<file path="src/rtl/cop_ise_arb_pkg.sv">
// Shared types and constants for the two-requester Ascon/RV64 ISE co-processor front-end.
package cop_ise_arb_pkg;

    localparam int unsigned XLEN  = 64;
    localparam int unsigned ILEN  = 32;
    localparam int unsigned OPC_W = 7;

    // RISC-V custom opcode space used by the ISE
    localparam logic [OPC_W-1:0] CUSTOM_0 = 7'h0B;
    localparam logic [OPC_W-1:0] CUSTOM_1 = 7'h2B;
    localparam logic [OPC_W-1:0] CUSTOM_2 = 7'h5B;
    localparam logic [OPC_W-1:0] CUSTOM_3 = 7'h7B;

    typedef enum logic {
        REQ0 = 1'b0,
        REQ1 = 1'b1
    } req_id_e;

    // Issue-register payload: owner tag plus the operands handed to the co-processor
    typedef struct packed {
        req_id_e          owner;
        logic [ILEN-1:0]  insn;
        logic [XLEN-1:0]  rs1;
        logic [XLEN-1:0]  rs2;
    } ise_req_t;

    typedef struct packed {
        logic             wr;
        logic [XLEN-1:0]  rd;
    } ise_rsp_t;

endpackage

</file>
<file path="src/rtl/cop_rr_arb2.sv">
// Two-way round-robin grant; the last accepted requester loses the next tie.
module cop_rr_arb2
    import cop_ise_arb_pkg::*;
(
    input  logic clk,
    input  logic rst,
    input  logic valid0,
    input  logic valid1,
    input  logic advance,
    output logic grant0_c,
    output logic grant1_c
);

    req_id_e rr_last;

    // Reset to REQ1 so requester 0 wins the first tie
    always_ff @(posedge clk) begin
        if (rst) begin
            rr_last <= REQ1;
        end else if (advance && valid0 && grant0_c) begin
            rr_last <= REQ0;
        end else if (advance && valid1 && grant1_c) begin
            rr_last <= REQ1;
        end
    end

    // Grants never look at the requester's own valid
    always_comb begin
        grant0_c = ~valid1 | (rr_last == REQ1);
        grant1_c = ~valid0 | (rr_last == REQ0);
    end

endmodule

</file>
<file path="src/rtl/cop_ise_arb.sv">
// Two-requester front-end: round-robin issue into a one-entry IR, per-requester response slots.
module cop_ise_arb
    import cop_ise_arb_pkg::*;
#(
    parameter int unsigned CNT_W = 16
) (
    input  logic             cop_clk,
    input  logic             cop_rst,

    input  logic             req0_valid,
    output logic             req0_ready,
    input  logic [ILEN-1:0]  req0_insn,
    input  logic [XLEN-1:0]  req0_rs1,
    input  logic [XLEN-1:0]  req0_rs2,

    input  logic             req1_valid,
    output logic             req1_ready,
    input  logic [ILEN-1:0]  req1_insn,
    input  logic [XLEN-1:0]  req1_rs1,
    input  logic [XLEN-1:0]  req1_rs2,

    output logic             rsp0_valid,
    input  logic             rsp0_ready,
    output logic             rsp0_wr,
    output logic [XLEN-1:0]  rsp0_rd,

    output logic             rsp1_valid,
    input  logic             rsp1_ready,
    output logic             rsp1_wr,
    output logic [XLEN-1:0]  rsp1_rd,

    output logic             ise_valid,
    output logic [ILEN-1:0]  ise_insn,
    output logic [XLEN-1:0]  ise_rs1,
    output logic [XLEN-1:0]  ise_rs2,
    output logic             ise_rdywr,
    input  logic             ise_ready,
    input  logic             ise_wr,
    input  logic [XLEN-1:0]  ise_rd,

    output logic [CNT_W-1:0] perf_stall
);

    localparam logic [CNT_W-1:0] STALL_MAX = '1;

    logic            ir_v;
    ise_req_t        ir_q;
    ise_req_t        ir_d;
    logic [1:0]      slot_free;
    logic [1:0]      rsp_v;
    logic [1:0]      rsp_wr;
    logic [1:0]      rsp_rdy;
    logic [XLEN-1:0] rsp_rd [2];
    logic            retire;
    logic            ir_free;
    logic            grant0;
    logic            grant1;
    logic            acc0;
    logic            acc1;
    logic [CNT_W-1:0] stall_q;

    assign rsp_rdy   = {rsp1_ready, rsp0_ready};
    assign slot_free = ~rsp_v | rsp_rdy;

    // Retirement waits for the owner's slot even when the op is unrecognised
    assign retire    = ir_v & ise_ready & slot_free[ir_q.owner];
    assign ir_free   = ~ir_v | retire;

    u_arb_unused_guard: assert property (@(posedge cop_clk) disable iff (cop_rst) !(acc0 && acc1));

    cop_rr_arb2 u_arb (
        .clk      (cop_clk),
        .rst      (cop_rst),
        .valid0   (req0_valid),
        .valid1   (req1_valid),
        .advance  (ir_free),
        .grant0_c (grant0),
        .grant1_c (grant1)
    );

    assign req0_ready = ir_free & grant0;
    assign req1_ready = ir_free & grant1;
    assign acc0       = req0_valid & req0_ready;
    assign acc1       = req1_valid & req1_ready;

    // Next IR payload: the accepted request, otherwise hold
    always_comb begin
        ir_d = ir_q;
        if (acc0) begin
            ir_d = '{owner: REQ0, insn: req0_insn, rs1: req0_rs1, rs2: req0_rs2};
        end else if (acc1) begin
            ir_d = '{owner: REQ1, insn: req1_insn, rs1: req1_rs1, rs2: req1_rs2};
        end
    end

    always_ff @(posedge cop_clk) begin
        if (cop_rst) begin
            ir_v <= 1'b0;
            ir_q <= '0;
        end else begin
            ir_q <= ir_d;
            if (acc0 || acc1) begin
                ir_v <= 1'b1;
            end else if (retire) begin
                ir_v <= 1'b0;
            end
        end
    end

    // One response slot per requester; a refill wins over a same-cycle pop
    for (genvar g = 0; g < 2; g++) begin : g_slot
        logic     v_q;
        ise_rsp_t q;
        logic     fill;
        logic     pop;

        assign fill = retire & (ir_q.owner == ((g == 0) ? REQ0 : REQ1));
        assign pop  = v_q & rsp_rdy[g];

        always_ff @(posedge cop_clk) begin
            if (cop_rst) begin
                v_q <= 1'b0;
                q   <= '0;
            end else if (fill) begin
                v_q <= 1'b1;
                q   <= '{wr: ise_wr, rd: ise_rd};
            end else if (pop) begin
                v_q <= 1'b0;
            end
        end

        assign rsp_v[g]  = v_q;
        assign rsp_wr[g] = q.wr;
        assign rsp_rd[g] = q.rd;
    end

    // Saturating count of cycles the IR is occupied without retiring
    always_ff @(posedge cop_clk) begin
        if (cop_rst) begin
            stall_q <= '0;
        end else if (ir_v && !retire && (stall_q != STALL_MAX)) begin
            stall_q <= stall_q + CNT_W'(1);
        end
    end

    assign ise_valid  = ir_v;
    assign ise_insn   = ir_q.insn;
    assign ise_rs1    = ir_q.rs1;
    assign ise_rs2    = ir_q.rs2;
    assign ise_rdywr  = slot_free[ir_q.owner];

    assign rsp0_valid = rsp_v[0];
    assign rsp0_wr    = rsp_wr[0];
    assign rsp0_rd    = rsp_rd[0];
    assign rsp1_valid = rsp_v[1];
    assign rsp1_wr    = rsp_wr[1];
    assign rsp1_rd    = rsp_rd[1];
    assign perf_stall = stall_q;

endmodule

</file>
<file path="config.mk">
export PLATFORM = sky130hd
export DESIGN_NAME = cop_ise_arb
export DESIGN_NICKNAME = d
export VERILOG_FILES = /design/src/rtl/cop_ise_arb_pkg.sv /design/src/rtl/cop_rr_arb2.sv /design/src/rtl/cop_ise_arb.sv
export SDC_FILE = /design/constraint.sdc
export NUM_CORES = 1
export LEC_CHECK = 0
export CAP_MARGIN = 10
export CORE_AREA = 5 5 274 276
export DETAILED_ROUTE_END_ITERATION = 6
export DIE_AREA = 0 0 279 281
export SLEW_MARGIN = 20
export SYNTH_ARGS = -nofsm -noshare
export SYNTH_HDL_FRONTEND = slang
export SYNTH_SLANG_ARGS = --single-unit
</file>
<file path="constraint.sdc">
create_clock -name cop_clk -period 5.23 [get_ports cop_clk]
set_clock_uncertainty 0.15 [all_clocks]
set_input_delay 0.7845 -clock cop_clk [delete_from_list [all_inputs] [get_ports cop_clk]]
set_output_delay 0.7845 -clock cop_clk [all_outputs]
set_load 0.01 [all_outputs]
</file>
## After elaboration in Yosys (flattened, before gate mapping)

Cells that the tools add are included.
W data, S select, Z words.

- Bitwise gates (word level): 20
- Equality and inequality tests: 1
- Add/subtract/negate cells: 1
- Reduce and logical (&&, ||, !) cells: 14
- Mux-type cells: 12
- $lt $le $gt $ge: 1

Operators by type and width:

| cell | number |
|---|---|
| $mux W160 | 2 |
| $add A16 B1 Y16 const B | 1 |
| $ne A16 B16 Y1 const B | 1 |
| $and A1 B1 Y1 | 10 |
| $mux W1 | 10 |
| $reduce_bool A2 Y1 | 5 |
| $logic_and A1 B1 Y1 | 6 |
| $not A1 Y1 | 5 |
| $or A1 B1 Y1 | 3 |
| $lt A1 B2 Y1 const B | 1 |
| $not A2 Y2 | 1 |
| $or A2 B2 Y2 | 1 |
| $reduce_or A2 Y1 | 1 |
| $logic_not A1 Y1 | 1 |
| $logic_or A1 B1 Y1 | 1 |

- Logic and storage cells: 62
- Output and inout bits: 312
- Input port bits: 392
- Register bits: 311

## Longest topological paths before layout

- Depth in word-level cells: 10
- Gate-level depth with buffers: 8
- Depth with buffers taken out: 6

## Cells and area by module

Synthesis repeated with hierarchy kept, for this count alone.

- Cell total of the unflattened synthesis: 1588
- Area, all modules: 13344.0 sq um

Modules (own cells, without submodules):

| module | seq. area each (sq um) | cells each | area an instance (sq um) | times used |
|---|---|---|---|---|
| cop_ise_arb | 6206.0 | 1582 | 13291.5 | 1 |
| cop_rr_arb2 | 20.0 | 6 | 52.6 | 1 |

## Least setup slack after synthesis

No wires, ideal clock.

- Path type: in2out
- Start point: input ise_ready
- End point: output req1_ready
- Stages on the path: 4
- Arrival time: 1631 ps
- Buffers on the path: 0
- Required time: 4296 ps
- Slack: 2664 ps
- Cell sequence: inv_1 nor4_1 nor2_1 a21oi_1

- Word-level cells in the longest chain between the ends: 4

Ends and longest elaborated chain:

| element | RTL line | RTL |
|---|---|---|
| start: declaration | cop_ise_arb.sv:37 | `input logic ise_ready,` |
| $and A1 B1 Y1 (2 in a row) | cop_ise_arb.sv:66 | `assign retire = ir_v & ise_ready & slot_free[ir_q.owner];` |
| $or A1 B1 Y1 | cop_ise_arb.sv:67 | `assign ir_free = ~ir_v \| retire;` |
| $and A1 B1 Y1 | cop_ise_arb.sv:82 | `assign req1_ready = ir_free & grant1;` |
| end: declaration | cop_ise_arb.sv:17 | `output logic req1_ready,` |

Every way passes these cells.

## Final worst setup path

- Start point: input rsp1_ready
- End point: output req1_ready

- Word-level cells in the longest chain between the ends: 6

Ends and longest elaborated chain:

| element | RTL line | RTL |
|---|---|---|
| start: declaration | cop_ise_arb.sv:28 | `input logic rsp1_ready,` |
| $or A2 B2 Y2 | cop_ise_arb.sv:63 | `assign slot_free = ~rsp_v \| rsp_rdy;` |
| $mux W1 (not written as such) (2 in a row) | cop_ise_arb.sv:66 |  |
| $and A1 B1 Y1 | cop_ise_arb.sv:66 |  |
| $or A1 B1 Y1 | cop_ise_arb.sv:67 |  |
| $and A1 B1 Y1 | cop_ise_arb.sv:82 |  |

Every way passes these cells. The select of a mux whose other input is x is not followed.

==> flow_summary.toml <==
[timing]
max_freq_mhz = 268.4
relSlewSlack_pct = 35.28
fin_crit_sh_pct = 71.23
period_minus_slack_ns = 3.725
worst_slew_pin_slew_ns = 0.9708
grt_setup_unrepaired = "false"
fin_tns_setup_ns = 0
setup-violations-final = 0
maxSlewViolCount = 0
hold_viol_final = 0

[detailed_routing]
drc_errors = 0
ant_nets = 0
wl_mm = 52.75
drt_iter0_drc = 529
dr.pass1.iters = 5
vias = 12350
wire_per_inst_um = 17.32
viasPerCell = 4.055

[power_and_ir_drop]
p_int_uw = 4780
switchingPower_uw = 1756
seq_power_share_pct = 40.2
cellPowerDensity_nw_per_um2 = 299.8
peakVddDrop_v = 0.0002163
sw_frac_of_total_pct = 26.86
p_leak_uw = 0.008045
p_clk_share_pct = 39.0
pwr-share-comb_pct = 20.8

[worst_setup_path]
r2r_setup_slack_ns = 2.11
critPathMaxFanout = 7
critPathCaptureType = "primary output"
worstPathRequired_ns = 4.30
r2r-end = "ise_rs2[22]"
critPathLaunchType = "input pin"
crit_arrival_ns = 2.79
critPathKind = "input pin to primary output"
r2r_start = "ise_valid"
ff2ff_path_depth = 6

[logic_synthesis]
yosysTopAreaCell = "dfxtp_1"
ys.flop_type = "dfxtp_1"
synth.distinct_cells = 45
synth_area_leaders = "dfxtp_1 (45%), mux2i_1 (12%), buf_4 (8.9%)"
synth.avg_cell_area_um2 = 8.792
ys_warn_count = 0
synthArstFlopShare_pct = 0
yosysSeqAreaShare_pct = 45.16
netlist_area_um2 = 13790
syn_inst = 1568
ys_seq_elements = 311
synth_top_area_share_pct = 45.16
synth_edf_count = 0
synth_nets = 1961

[die]
core_area_um2 = 72340
num_rows = 99
floorplan.initialDensity_pct = 19.06
design.die.area_um2 = 78400
fp.dieW_um = 279
io_pins = 704
fp.dieH_um = 281

[clocking]
clk_pin_slew_worst_paths_ns = 0.06
root_buffer = "clkbuf_16"
ctsLongestPathBuffers = 3
cts_buffers = 38
hold_buffers = 0
cts_tree = "done"
htreeDepth = 2
post_cts_buffers = 0
post_cts_resized = 0
cts_num_sinks = 311
worstSkewPairLatency_ns = 0.55

[grt]
overflow = 0
grtUsageTotal_pct = 12.45
grt_pass1_vias = 12350
grt_start_max_net_pins = 163
grt_pass1_wl_mm = 76.64
antenna_found_initial = 1

[placement]
hpwlAfterDp_mm = 39.62
placed_area_um2 = 20600
place.gp.congestion = 0.7979
io_buffers = 703
dp_cells = 2975

[final_layout]
final_cell_mix = "clkdlybuf4s50_1 (702), dfxtp_1 (311), nand2_1 (267), nor2_1 (175), mux2i_1 (160)"
fin_cells = 3045
final_common_cell = "clkdlybuf4s50_1"
fillers = 7673
fin_util_pct = 30.14
drive_gt1_share_pct = 5.953
finalInstanceArea_um2 = 21800
layout.nets = 2449
area.growth.synth_to_final_pct = 58.15

[min_path]
hp-class = "flip-flop to flip-flop"
hp-start = "rsp0_rd[47]"
hold_end = "rsp0_rd[47]"
min_path_cells = 2

[run_status]
status = "finished clean"

[flow_run]
maxCapViolCount = 0
## per-stage QoR
stage | worst slack, ns | power, uW | hold WS [ns]
floorplan | 2.664 | 3409 | 0.3285
global placement | 1.445 | 4047 | 0.2908
detailed placement | 1.408 | 4056 | 0.2956
CTS | 1.495 | 6683 | 0.3036
global route | 1.387 | 6878 | 0.3158
finish | 1.505 | 6536 | 0.3016
## critical path: stages
cell and delay (ns):
clkdlybuf4s50_1 0.42, nor2b_1 0.30, o21ai_0 0.17, nor2_1 0.43
a21oi_1 0.13, clkdlybuf4s50_1 0.55
## sequential cells by signal, indices dropped and copies added (netlist names), 16 cells and up
register    flops
ise_rs2        64
rsp0_rd        64
ise_rs1        64
rsp1_rd        64
perf_stall     16
ise_insn       32
## worst max path at each step
stage | startpoint | end | slack, ns
after floorplan | ise_ready | req1_ready | 2.66
after global placement | ise_ready | ise_rs2[44] | 1.45
after detailed placement | ise_ready | ise_rs2[22] | 1.41
after CTS | rsp1_ready | req0_ready | 1.50
after global routing | rsp1_ready | req0_ready | 1.39
final | rsp1_ready | req1_ready | 1.50
## per-layer routing
| metal | up-vias | track usage, % | part of all wire [%] |
|---|---|---|---|
| met2 | 459 | 21.10 | 47 |
| met1 | 5595 | 14.16 | 40 |
| met5 | - | 0 | 0 |
| met4 | 0 | 3.588 | 2.7 |
| li1 | 6218 | - | - |
| met3 | 75 | 5.740 | 10 |
## final cells by class
cell class,count,area [um2],share of cell area (%)
Sequential cell,311,6226,28.56
Clock inverter,8,66.31,0.3042
Inverter,6,22.52,0.1033
Clock buffer,59,1130,5.182
Antenna cell,3,7.507,0.03443
Timing Repair Buffer,725,7295,33.46
Multi-Input combinational cell,974,5856,26.86
Tap cell,959,1200,5.504
## kinds of logic (layout without fill, tap and decap cells)
logic type,Yosys count,in the layout,share of synthesized area (%)
XOR/XNOR,3,3,0.1906
AND/OR/NAND/NOR,485,485,14.05
flip-flops,311,311,45.16
multiplexers,162,162,11.78
AO/OA/AOI/OAI,323,323,16.21
buffers and inverters,283,798,12.52
other,0,3,0
adder cells (fa/ha/maj),1,1,0.09075
## cells in the mapped netlist (3+ instances only)
cell      number
a211oi_1     130
a211oi_2      30
a21oi_1      141
and3_1         3
buf_1          7
buf_2         38
buf_4        164
clkbuf_1      68
dfxtp_1      311
inv_1          6
mux2i_1      160
nand2_1      267
nand2b_1       3
nand3_1        7
nand4_1        4
nor2_1       175
nor2b_1        5
nor3_1         3
nor4_1         6
o21ai_0        5
or2_2          3
or3_1          3
## power groups by stage
stage               Clock (uW)  Combinational [uW]  Sequential [uW]
finish                    2550                1360             2630
global route              2760                1470             2650
global placement             0                1370             2680
CTS                       2670                1380             2630
detailed placement           0                1380             2680
floorplan                    0                 731             2680
(Power assumes the default switching activity.)
